`config.mk`:
```
export PLATFORM = sky130hd
export DESIGN_NAME = char_sweep_sequencer
export DESIGN_NICKNAME = d
export VERILOG_FILES = /design/src/rtl/char_sweep_sequencer.sv
export SDC_FILE = /design/constraint.sdc
export NUM_CORES = 1
export LEC_CHECK = 0
export ABC_CLOCK_PERIOD_IN_PS = 3100
export CAP_MARGIN = 20
export CORE_UTILIZATION = 52
export DETAILED_ROUTE_END_ITERATION = 7
export PLACE_DENSITY_LB_ADDON = 0.15
export SLEW_MARGIN = 25
export SYNTH_ARGS = -nofsm -noshare
export SYNTH_HDL_FRONTEND = slang
export SYNTH_SLANG_ARGS = --single-unit
```
`constraint.sdc`:
```
create_clock -name S_AXI_ACLK -period 3.1 [get_ports S_AXI_ACLK]
set_input_delay 0.93 -clock S_AXI_ACLK [delete_from_list [all_inputs] [get_ports S_AXI_ACLK]]
set_output_delay 0.93 -clock S_AXI_ACLK [all_outputs]
set_load 0.01 [all_outputs]
```
`src/rtl/char_sweep_sequencer.sv`:
```
// Sweeps char_select through the four ASIC characters, lets each settle, samples the
// synchronised network_output and keeps saturating hit/miss counts against expected_map.
module char_sweep_sequencer #(
  parameter int unsigned SETTLE_CYCLES = 1000,
  parameter int unsigned CNT_WIDTH     = 16
) (
  input  logic                 S_AXI_ACLK,
  input  logic                 S_AXI_ARESETN,
  input  logic                 start,
  input  logic                 abort,
  input  logic [7:0]           num_sweeps,
  input  logic [7:0]           expected_map,
  input  logic [1:0]           char_select_cfg,
  input  logic [1:0]           network_output,
  output logic [1:0]           char_select,
  output logic                 busy,
  output logic                 done,
  output logic                 sample_strobe,
  output logic [1:0]           last_result,
  output logic [CNT_WIDTH-1:0] match_count,
  output logic [CNT_WIDTH-1:0] mismatch_count
);

  localparam int unsigned SW = (SETTLE_CYCLES > 1) ? $clog2(SETTLE_CYCLES) : 1;
  localparam logic [SW-1:0]        SETTLE_LOAD = SW'(SETTLE_CYCLES - 1);
  localparam logic [CNT_WIDTH-1:0] CNT_MAX     = '1;

  typedef enum logic [2:0] {
    S_IDLE, S_APPLY, S_SETTLE, S_SAMPLE, S_CHECK, S_DONE
  } state_e;

  state_e               state_q, state_d;
  logic [1:0]           idx_q, idx_d;
  logic [7:0]           sweep_q, sweep_d;
  logic [SW-1:0]        settle_q, settle_d;
  logic [1:0]           sync1_q, sync1_d, sync2_q, sync2_d;
  logic [1:0]           last_q, last_d;
  logic [CNT_WIDTH-1:0] match_q, match_d, mismatch_q, mismatch_d;
  logic                 busy_q, busy_d, done_q, done_d, strobe_q, strobe_d;

  always_comb begin
    state_d    = state_q;
    idx_d      = idx_q;
    sweep_d    = sweep_q;
    settle_d   = settle_q;
    last_d     = last_q;
    match_d    = match_q;
    mismatch_d = mismatch_q;
    sync1_d    = network_output;
    sync2_d    = sync1_q;

    // abort outranks everything; in IDLE it also masks a simultaneous start
    if (abort) begin
      state_d = S_IDLE;
    end else begin
      case (state_q)
        S_IDLE: begin
          if (start) begin
            state_d    = S_APPLY;
            idx_d      = 2'd0;
            sweep_d    = 8'd0;
            match_d    = '0;
            mismatch_d = '0;
          end
        end
        S_APPLY: begin
          settle_d = SETTLE_LOAD;
          state_d  = S_SETTLE;
        end
        S_SETTLE: begin
          if (settle_q == '0) state_d = S_SAMPLE;
          else                settle_d = settle_q - 1'b1;
        end
        S_SAMPLE: begin
          last_d  = sync2_q;
          state_d = S_CHECK;
        end
        S_CHECK: begin
          if (last_q == expected_map[{idx_q, 1'b0} +: 2]) begin
            if (match_q != CNT_MAX) match_d = match_q + 1'b1;
          end else begin
            if (mismatch_q != CNT_MAX) mismatch_d = mismatch_q + 1'b1;
          end
          if (idx_q != 2'd3) begin
            idx_d   = idx_q + 2'd1;
            state_d = S_APPLY;
          end else begin
            idx_d   = 2'd0;
            sweep_d = sweep_q + 8'd1;
            // 9-bit compare so a 255->0 wrap can never look like completion
            if (num_sweeps != 8'd0 && ({1'b0, sweep_q} + 9'd1) == {1'b0, num_sweeps})
              state_d = S_DONE;
            else
              state_d = S_APPLY;
          end
        end
        S_DONE:  state_d = S_IDLE;
        default: state_d = S_IDLE;
      endcase
    end

    busy_d   = (state_d != S_IDLE);
    done_d   = (state_d == S_DONE);
    strobe_d = (state_d == S_CHECK);
  end

  always_ff @(posedge S_AXI_ACLK) begin
    if (!S_AXI_ARESETN) begin
      state_q    <= S_IDLE;
      idx_q      <= 2'd0;
      sweep_q    <= 8'd0;
      settle_q   <= '0;
      sync1_q    <= 2'd0;
      sync2_q    <= 2'd0;
      last_q     <= 2'd0;
      match_q    <= '0;
      mismatch_q <= '0;
      busy_q     <= 1'b0;
      done_q     <= 1'b0;
      strobe_q   <= 1'b0;
    end else begin
      state_q    <= state_d;
      idx_q      <= idx_d;
      sweep_q    <= sweep_d;
      settle_q   <= settle_d;
      sync1_q    <= sync1_d;
      sync2_q    <= sync2_d;
      last_q     <= last_d;
      match_q    <= match_d;
      mismatch_q <= mismatch_d;
      busy_q     <= busy_d;
      done_q     <= done_d;
      strobe_q   <= strobe_d;
    end
  end

  // idx_q is stable from APPLY through CHECK, so the ASIC sees no glitch within a char
  assign char_select    = busy_q ? idx_q : char_select_cfg;
  assign busy           = busy_q;
  assign done           = done_q;
  assign sample_strobe  = strobe_q;
  assign last_result    = last_q;
  assign match_count    = match_q;
  assign mismatch_count = mismatch_q;

endmodule

```
==> metrics.txt <==
drt first pass iters 4; total gr overflow 0; Final Skew ~14 ps; port bufs slightly above 60; Max transition margin between 60% and 70%; biggest area consumer among synthesized cells dfxtp_1; Skew-Pair Late Insertion Delay around 350 ps; nets roughly 470; Yosys cell types 54; most numerous cell on the critical path clkdlybuf4s50_1; # DRC 0; vias per inst 5.675; vias in the first global route 2605; hold path depth 1; HP Class flip-flop to flip-flop; cells along the critical path clkdlybuf4s50_1, mux2_2, clkdlybuf4s50_1; Num CTS Buffers 9; cell area after synthesis approximately 0.0033 mm2; Seq cells post-synth 64; required time worst endpoint 2170 ps; Initial Util 54.28%; Area Growth Syn to Fin 30.24%; first-pass GRT wire length 11.71 mm; Total Wirelength a little over 7 mm; syn_area_per_cell 8.861 um2; element type at the critical path end output pin; post-route ant nets 0; Hold Violations, Final 0; outcome finished clean; R2R cell count 7; Final GP Congestion 0.8145; Static Leak 0.001521 uW; CTS tree done; placed cell areas 0.004003 mm2; P per Cell Area 444.1 mW/mm2; Clock Path Buffers 2; Post-synth top cells dfxtp_1, nor2_1, nand2_1, xor2_1, o21ai_1; signal arrival time at the worst endpoint 2070 ps; critical path class primary input to output pin; synth top area cells dfxtp_1, xor2_1, nor2_1; MaxCap Viol Count 0; I/O pin cnt 63; hold buffers post-CTS 0; Final Instance Area 0.004235 mm2; WL/cell ~14 um; ANT cells 0; Synth Flop Type dfxtp_1; number of synthesized flops with an enable pin 0; Crit path largest cell delay around 480 ps; final setup violation count 0; gr usage total 23.44%; multi-input logic area 0.001886 mm2; Die ar. 0.006574 mm2; Layout fillers 483; cell family with most CP delay buffers and inverters; htree depth 3; Post-Syn Instances 367; highest clock rate 333.5 MHz; Syn. warnings 0; setup TNS 0 ps; syn nets roughly 400; post_cts resized 0; sequential cell area 0.001281 mm2; Critical-path top delay cell clkdlybuf4s50_1; RR Startpoint idx_q[0]$_SDFFE_PN0P_; Synth top area share 39.40%; Max VDD drop 0.0003966 V; WP depth 3; unrepaired setup endpoints after global routing no; CP bufs+invs 2; Crit Path Max Fanout 1; Die X 81.08 um; CTS Root Cell clkbuf_8; maximum number of pins on one net before global-route repair 25; Clock transition at path regs roughly 70 ps; worst slew pin tran 555.0 ps; initial antenna violation count 0; initial drt markers a little under 100; startpoint types primary input; reg2reg setup slack 680 ps; WHS Endpoint sync2_q[0]$_SDFF_PN0_; Seq/Total Area, Yosys 39.40%; Post CTS Setup Buffer Count 0; share of cells above drive strength 1 8.597%; Async S/R FF share, synth 0%; Row Count 28; HP Start sync1_q[0]$_SDFF_PN0_; Final HPWL DP 5.221 mm; most common cell in the netlist dfxtp_1; Tmin final 2998 ps; clock sink count 64; die height roughly 81 um; max-slew violations 0; Core ar. 0.005991 mm2; via count 2934; reg-to-reg endpoint match_count[10]$_SDFFE_PN0P_; final period utilization a little over nine tenths
## placed cells by master (no fill, tap or decap), types with 4 or more instances in the layout
cell             netlist  layout
ha_1                   5       5
o21ai_0                5       5
a21oi_1               18      18
or3_1                 13      13
and2_1                 8       8
and3_1                13      13
nor2_1                34      34
a21boi_1               7       7
nand4_1                9       9
nor2b_1                5       5
nand2_1               25      25
clkdlybuf4s50_1        0      62
nor3_1                11      11
o21ai_1               19      19
o211ai_1               4       4
clkbuf_8               0      12
xnor2_1               12      12
nand3_1               18      18
xor2_1                25      25
buf_4                  1      12
dfxtp_1               64      64
mux2i_1                4       4
## how the worst max path moves through the flow
| stage | start | endpoint | slack [ps] |
|---|---|---|---|
| after global routing | char_select_cfg[1] | char_select[1] | 70 |
| after global placement | expected_map[6] | match_count[10]$_SDFFE_PN0P_ | -4 |
| after floorplan | expected_map[6] | mismatch_count[14]$_SDFFE_PN0P_ | 500 |
| final | char_select_cfg[1] | char_select[1] | 100 |
| after CTS | char_select_cfg[1] | char_select[1] | 110 |
| after detailed placement | expected_map[6] | match_count[10]$_SDFFE_PN0P_ | -60 |
## sequential cells by signal, indices dropped and copies added, names as in the netlist
| signal | cells |
|---|---|
| match_count | 16 |
| sample_strobe | 1 |
| mismatch_count | 16 |
| state_q | 3 |
| sync1_q | 2 |
| busy | 1 |
| sweep_q | 8 |
| sync2_q | 2 |
| idx_q | 2 |
| done | 1 |
| last_result | 2 |
| settle_q | 10 |
## final cells by class
type / count / area share [%]
inverters: 3 / 0.2659
clock buffers: 14 / 4.077
repair buffers: 75 / 17.25
flip-flops and latches: 64 / 30.25
well taps: 75 / 2.216
clock inverters: 2 / 1.418
multi-input cells: 284 / 44.52
## report_power, final
group	internal (uW)	switching [uW]	leakage, uW
Clock	520	315	0.000117
Combinational	102	91.0	0.000886
Sequential	838	15.6	0.000518
Total	1460	421	0.00152
## metrics by stage
step	total power (uW)	setup WS [ps]	util (%)	hold slack, ps	instances
floorplan	985.9	496.4	-	411.9	367
global placement	1059	-3.565	66.81	413.5	501
detailed placement	1065	-58.81	66.81	426.8	501
CTS	1901	108.1	70.70	441.0	517
global route	1951	72.71	70.70	449.3	517
finish	1881	101.6	70.70	432.8	517
## metal layers
metal	up-vias	track usage [%]	share of wire [%]
met5	-	0	0
met4	0	6.429	1.3
met3	8	8.315	4.1
met2	67	39.08	47
met1	1395	28.42	47
li1	1464	-	-
## cell families after synthesis
| group | synth area share [%] |
|---|---|
| AOI/OAI and AO/OA | 15.12 |
| xor gates and xnor gates | 11.66 |
| muxes | 3.309 |
| and+or+nand+nor | 25.97 |
| DFF | 39.40 |
| buffers and inverters | 2.616 |
| adders and majority gates | 1.924 |
No activity file was read; power rests on OpenSTA's default activity.
